`src/rtl/burst_writer.sv`:
```
// Burst write engine: latches a (addr, len) command, gathers len payload words
// into a local buffer, then replays them as a req/ack write burst to memory.
module burst_writer #(
  parameter  int unsigned MAX_LEN = 16,
  localparam int unsigned LEN_W   = $clog2(MAX_LEN) + 1
) (
  input  logic             clk,
  input  logic             rst,
  input  logic             cmd_valid,
  output logic             cmd_ready,
  input  logic [63:0]      cmd_addr,
  input  logic [LEN_W-1:0] cmd_len,
  input  logic             in_valid,
  output logic             in_ready,
  input  logic [63:0]      in_data,
  output logic             mem_req,
  output logic [63:0]      mem_addr,
  output logic [63:0]      mem_wdata,
  output logic             mem_last,
  input  logic             mem_ack,
  output logic             done,
  output logic             err,
  output logic [LEN_W-1:0] words_written
);

  localparam int unsigned IDX_W = $clog2(MAX_LEN);

  typedef enum logic [1:0] {S_IDLE, S_FILL, S_BURST, S_DONE} state_t;

  state_t           r_state;
  logic [63:0]      r_base;
  logic [LEN_W-1:0] r_len;
  logic [LEN_W-1:0] r_fcnt;
  logic [LEN_W-1:0] r_bidx;
  bit   [63:0]      r_buf [MAX_LEN];

  logic             w_cmd_ok;
  logic             w_in_fire;
  logic             w_fill_last;
  logic             w_beat_fire;
  logic [LEN_W-1:0] w_bidx_nxt;
  logic [63:0]      w_first_data;

  assign w_cmd_ok    = (cmd_len != '0) && (cmd_len <= LEN_W'(MAX_LEN));
  assign w_in_fire   = (r_state == S_FILL) && in_valid;
  assign w_fill_last = (r_fcnt == r_len - LEN_W'(1));
  assign w_beat_fire = mem_req && mem_ack;
  assign w_bidx_nxt  = r_bidx + LEN_W'(1);
  // For a one-word burst the only word is still on in_data when the burst starts
  assign w_first_data = (r_len == LEN_W'(1)) ? in_data : 64'(r_buf[0]);

  // Payload buffer; not reset, only indices below the current len are read
  always_ff @(posedge clk) begin
    if (w_in_fire) begin
      r_buf[r_fcnt[IDX_W-1:0]] <= in_data;
    end
  end

  // Control FSM with registered handshake and memory-port outputs
  always_ff @(posedge clk or posedge rst) begin
    if (rst) begin
      r_state       <= S_IDLE;
      r_base        <= '0;
      r_len         <= '0;
      r_fcnt        <= '0;
      r_bidx        <= '0;
      cmd_ready     <= 1'b1;
      in_ready      <= 1'b0;
      mem_req       <= 1'b0;
      mem_addr      <= '0;
      mem_wdata     <= '0;
      mem_last      <= 1'b0;
      done          <= 1'b0;
      err           <= 1'b0;
      words_written <= '0;
    end else begin
      done <= 1'b0;
      err  <= 1'b0;
      case (r_state)
        S_IDLE: begin
          if (cmd_valid) begin
            if (w_cmd_ok) begin
              r_base    <= cmd_addr;
              r_len     <= cmd_len;
              r_fcnt    <= '0;
              r_bidx    <= '0;
              cmd_ready <= 1'b0;
              in_ready  <= 1'b1;
              r_state   <= S_FILL;
            end else begin
              err <= 1'b1;
            end
          end
        end
        S_FILL: begin
          if (w_in_fire) begin
            r_fcnt <= r_fcnt + LEN_W'(1);
            if (w_fill_last) begin
              in_ready  <= 1'b0;
              mem_req   <= 1'b1;
              mem_addr  <= r_base;
              mem_wdata <= w_first_data;
              mem_last  <= (r_len == LEN_W'(1));
              r_state   <= S_BURST;
            end
          end
        end
        S_BURST: begin
          if (w_beat_fire) begin
            if (mem_last) begin
              mem_req       <= 1'b0;
              mem_last      <= 1'b0;
              done          <= 1'b1;
              words_written <= r_len;
              r_state       <= S_DONE;
            end else begin
              r_bidx    <= w_bidx_nxt;
              mem_addr  <= r_base + 64'({w_bidx_nxt, 3'b000});
              mem_wdata <= 64'(r_buf[w_bidx_nxt[IDX_W-1:0]]);
              mem_last  <= (w_bidx_nxt == r_len - LEN_W'(1));
            end
          end
        end
        S_DONE: begin
          cmd_ready <= 1'b1;
          r_state   <= S_IDLE;
        end
        default: begin
          r_state <= S_IDLE;
        end
      endcase
    end
  end

endmodule

```
`config.mk`:
```
export PLATFORM = sky130hd
export DESIGN_NAME = burst_writer
export DESIGN_NICKNAME = d
export VERILOG_FILES = /design/src/rtl/burst_writer.sv
export SDC_FILE = /design/constraint.sdc
export NUM_CORES = 2
export LEC_CHECK = 0
export CAP_MARGIN = 25
export CORE_ASPECT_RATIO = 0.8
export CORE_MARGIN = 5
export CORE_UTILIZATION = 50
export DETAILED_ROUTE_END_ITERATION = 7
export PLACE_DENSITY = 0.78
export SYNTH_ARGS = -nofsm -noshare
export SYNTH_HDL_FRONTEND = slang
export SYNTH_SLANG_ARGS = --single-unit
```
`constraint.sdc`:
```
create_clock -name clk -period 11.3 [get_ports clk]
set_input_delay 2.26 -clock clk [delete_from_list [all_inputs] [get_ports clk]]
set_output_delay 2.26 -clock clk [all_outputs]
set_load 0.02 [all_outputs]
```
==> impl_metrics.yaml <==
outcome:
  status: "finished, final reports clean"
power:
  vdd_ir_drop_max_mv: 0.182
  p_leak_nw: 18.9
  power_density_mw_per_mm2: 231
  power_mw: 13.4
routing:
  drcViolationCount: 0
  wl_per_cell_um: 26.8
  drt_iter0_markers: 2870
  first_pass_iters: 5
  detail-route-antenna-nets: 0
  drt_wl_total_um: 119000
  num_vias: 26800
  vias_per_cell: 6.02
cts:
  cts_tree: "yes"
  insertion_delay_ns: 0.69
  cts_sinks: 1244
  cts-root-buf: "clkbuf_16"
  cts_buffers: 116
  clk_pin_slew_worst_paths_ns: 0.06
  cts_max_level: 3
  ctsResizeCount: 0
  post_cts_buffers: 0
  cts.path.max_buffers: 3
  cts.hold.buffers_added: 0
logic_synthesis:
  syn-instance-count: 2747
  synth_seq_area_share: 0.729
  netlist_area_mm2: 0.0497
  yosys-top-cells-area: "edfxtp_1 (62%), mux4_2 (12%), dfrtp_1 (11%)"
  ys_seq_elements: 1244
  ys_types: 48
  yosys_warnings: 0
  synth_top_cell_by_area: "edfxtp_1"
  avgSynthCellArea_um2: 18.1
  synth.most_common_cell: "edfxtp_1"
  synth_ff_type: "edfxtp_1"
  synth_fp_nets: 2902
  synth-edff-count: 1024
  synthArstFlopShare: 0.177
  yosysTopAreaCellShare: 0.619
  yosys-top-cells-count: "edfxtp_1 (1,024), nand2_1 (305), mux4_2 (256)"
finish:
  nNetsFinal: 3192
  area_growth_pct: 16.8
  fillers: 7167
  multi_input_area_mm2: 0.0128
  fin_util: 0.588
  drive_gt1_frac: 0.204
  ff_latch_area_mm2: 0.0363
  instances_no_fill: 4456
critical_path:
  critPathTopFamily: "buffers and inverters"
  required_ns: 11.82
  critPathMaxStageDelay_ns: 0.75
  crit_path_start_kind: "input pin"
  path_class: "in2reg"
  path_cells: "clkdlybuf4s50_1, nand3_1, o41ai_4, nand2_8, buf_4, nand2_1, o21ai_0"
  critPathCaptureType: "flop"
  slowest_stage: "clkdlybuf4s50_1"
  crit_fanout: 150
  cp_num_buf_inv: 2
  worstPathArrival_ns: 5.49
floorplanning:
  initial_core_util: 0.503
  die_w_um: 362
  rows: 103
  dieArea_mm2: 0.106
  die_h_um: 292
  num_io_pins: 277
  core_mm2: 0.0987
global_routing:
  grt_pass1_vias: 27200
  grt_max_degree: 151
  grt_pass1_wl_um: 178000
  grt_use_total: 0.224
  antenna_found_initial: 14
  gr-total-overflow: 0
flow_run:
  cap_violations: 0
sta:
  relSlewSlack: 0.300
  finalSetupViolCount: 0
  maxSlewViolCount: 0
  rsz0062_at_grt: "no"
  period_share: 0.440
  min_period_ns: 4.97
  setup_tns_ns: 0
  fin_worst_skew_ns: 0.0199
  fmax_ghz: 0.201
  worst_pin_slew_ns: 1.05
  finalHoldViolCount: 0
placement:
  dp_hpwl_um: 64600
  place_congestion: 0.819
  place_inst: 4230
  io_buffers: 276
hold_path:
  hold_path.class: "reg2reg"
## where the power goes
part	leakage, nW	internal (mW)	switching [mW]
Clock	1.92	2.37	1.69
Sequential	11.9	5.46	0.364
Combinational	5.08	1.58	1.98
Total	18.9	9.40	4.03
## worst register-to-register path, stage by stage (launching register included)
cell and delay [ns]:
dfrtp_4 0.71, ha_4 0.88, inv_1 0.21, fa_1 0.47, nand2b_1 0.18, a21oi_1 0.56
o211ai_1 0.44, nor3_1 0.44, xnor2_1 0.18, o21ai_0 0.09
## final timing paths
| check | endpoint | cells after the start | slack [ns] | startpoint |
|---|---|---|---|---|
| setup / recovery | mem_wdata[8]$_DFFE_PP0P_ | 7 | 6.33 | in_valid |
| hold / removal | mem_addr[27]$_DFFE_PP0P_ | 2 | 0.48 | mem_addr[27]$_DFFE_PP0P_ |
| setup reg to reg | mem_addr[63]$_DFFE_PP0P_ | 9 | 6.98 | r_bidx[0]$_DFFE_PP0P_ |
| hold reg to reg | mem_addr[27]$_DFFE_PP0P_ | 2 | 0.48 | mem_addr[27]$_DFFE_PP0P_ |
| max in group asynchronous | r_bidx[0]$_DFFE_PP0P_ | 3 | 7.69 | rst |
| min in group asynchronous | r_base[18]$_DFFE_PP0P_ | 2 | 2.16 | rst |
## registers in the layout, summed over array words and instances, names as in the netlist
signal         count
r_len              5
mem_req            1
mem_addr          64
words_written      5
cmd_ready          1
mem_wdata         64
r_fcnt             5
r_base            64
mem_last           1
err                1
in_ready           1
r_bidx             5
r_state            2
done               1
r_buf           1024
## cell usage in the layout (no fill, tap or decap), types with 50 or more instances in the layout
| cell | n |
|---|---|
| a32oi_1 | 64 |
| clkbuf_16 | 118 |
| clkdlybuf4s50_1 | 276 |
| dfrtp_1 | 218 |
| edfxtp_1 | 1024 |
| mux2_2 | 125 |
| mux2i_1 | 68 |
| mux4_2 | 256 |
| nand2_1 | 305 |
| o21ai_0 | 188 |
| xnor2_1 | 50 |
## per-stage QoR
| stage | instance area (um^2) | hold slack (ns) | setup WS (ns) |
|---|---|---|---|
| 2_1_floorplan | 49700 | 0.478 | 3.02 |
| 3_3_place_gp | 54000 | 0.462 | 5.79 |
| 3_5_place_dp | 54000 | 0.470 | 5.71 |
| 4_1_cts | 58000 | 0.482 | 6.43 |
| 5_1_grt | 58000 | 0.502 | 6.15 |
| 6_report | 58000 | 0.475 | 6.33 |
## routing by layer
metal | wire (um) | up-vias | track usage | share of wire
met5 | 64 | - | 0 | 0.00054
met4 | 2430 | 10 | 0.0475 | 0.020
met3 | 10800 | 187 | 0.0512 | 0.090
met2 | 57900 | 1306 | 0.364 | 0.48
met1 | 48300 | 13800 | 0.314 | 0.40
li1 | - | 11500 | - | -
## cell type report
| type | count | area share |
|---|---|---|
| clock inverters | 62 | 0.0135 |
| repair buffers | 324 | 0.0546 |
| multi-input cells | 1321 | 0.221 |
| inverters | 30 | 0.00216 |
| diodes | 10 | 0.000431 |
| flip-flops and latches | 1244 | 0.625 |
| clock buffers | 153 | 0.0547 |
| well taps | 1312 | 0.0283 |
## logic make-up after synthesis
kind of cell	count (synthesis)	share of synthesized area
xor+xnor	79	0.0142
fa+ha+maj	17	0.00443
simple gates	459	0.0394
mux	452	0.159
compound gates	314	0.0381
flops	1244	0.729
buf+inv	182	0.0154
No activity file was read; power rests on OpenSTA's default activity.
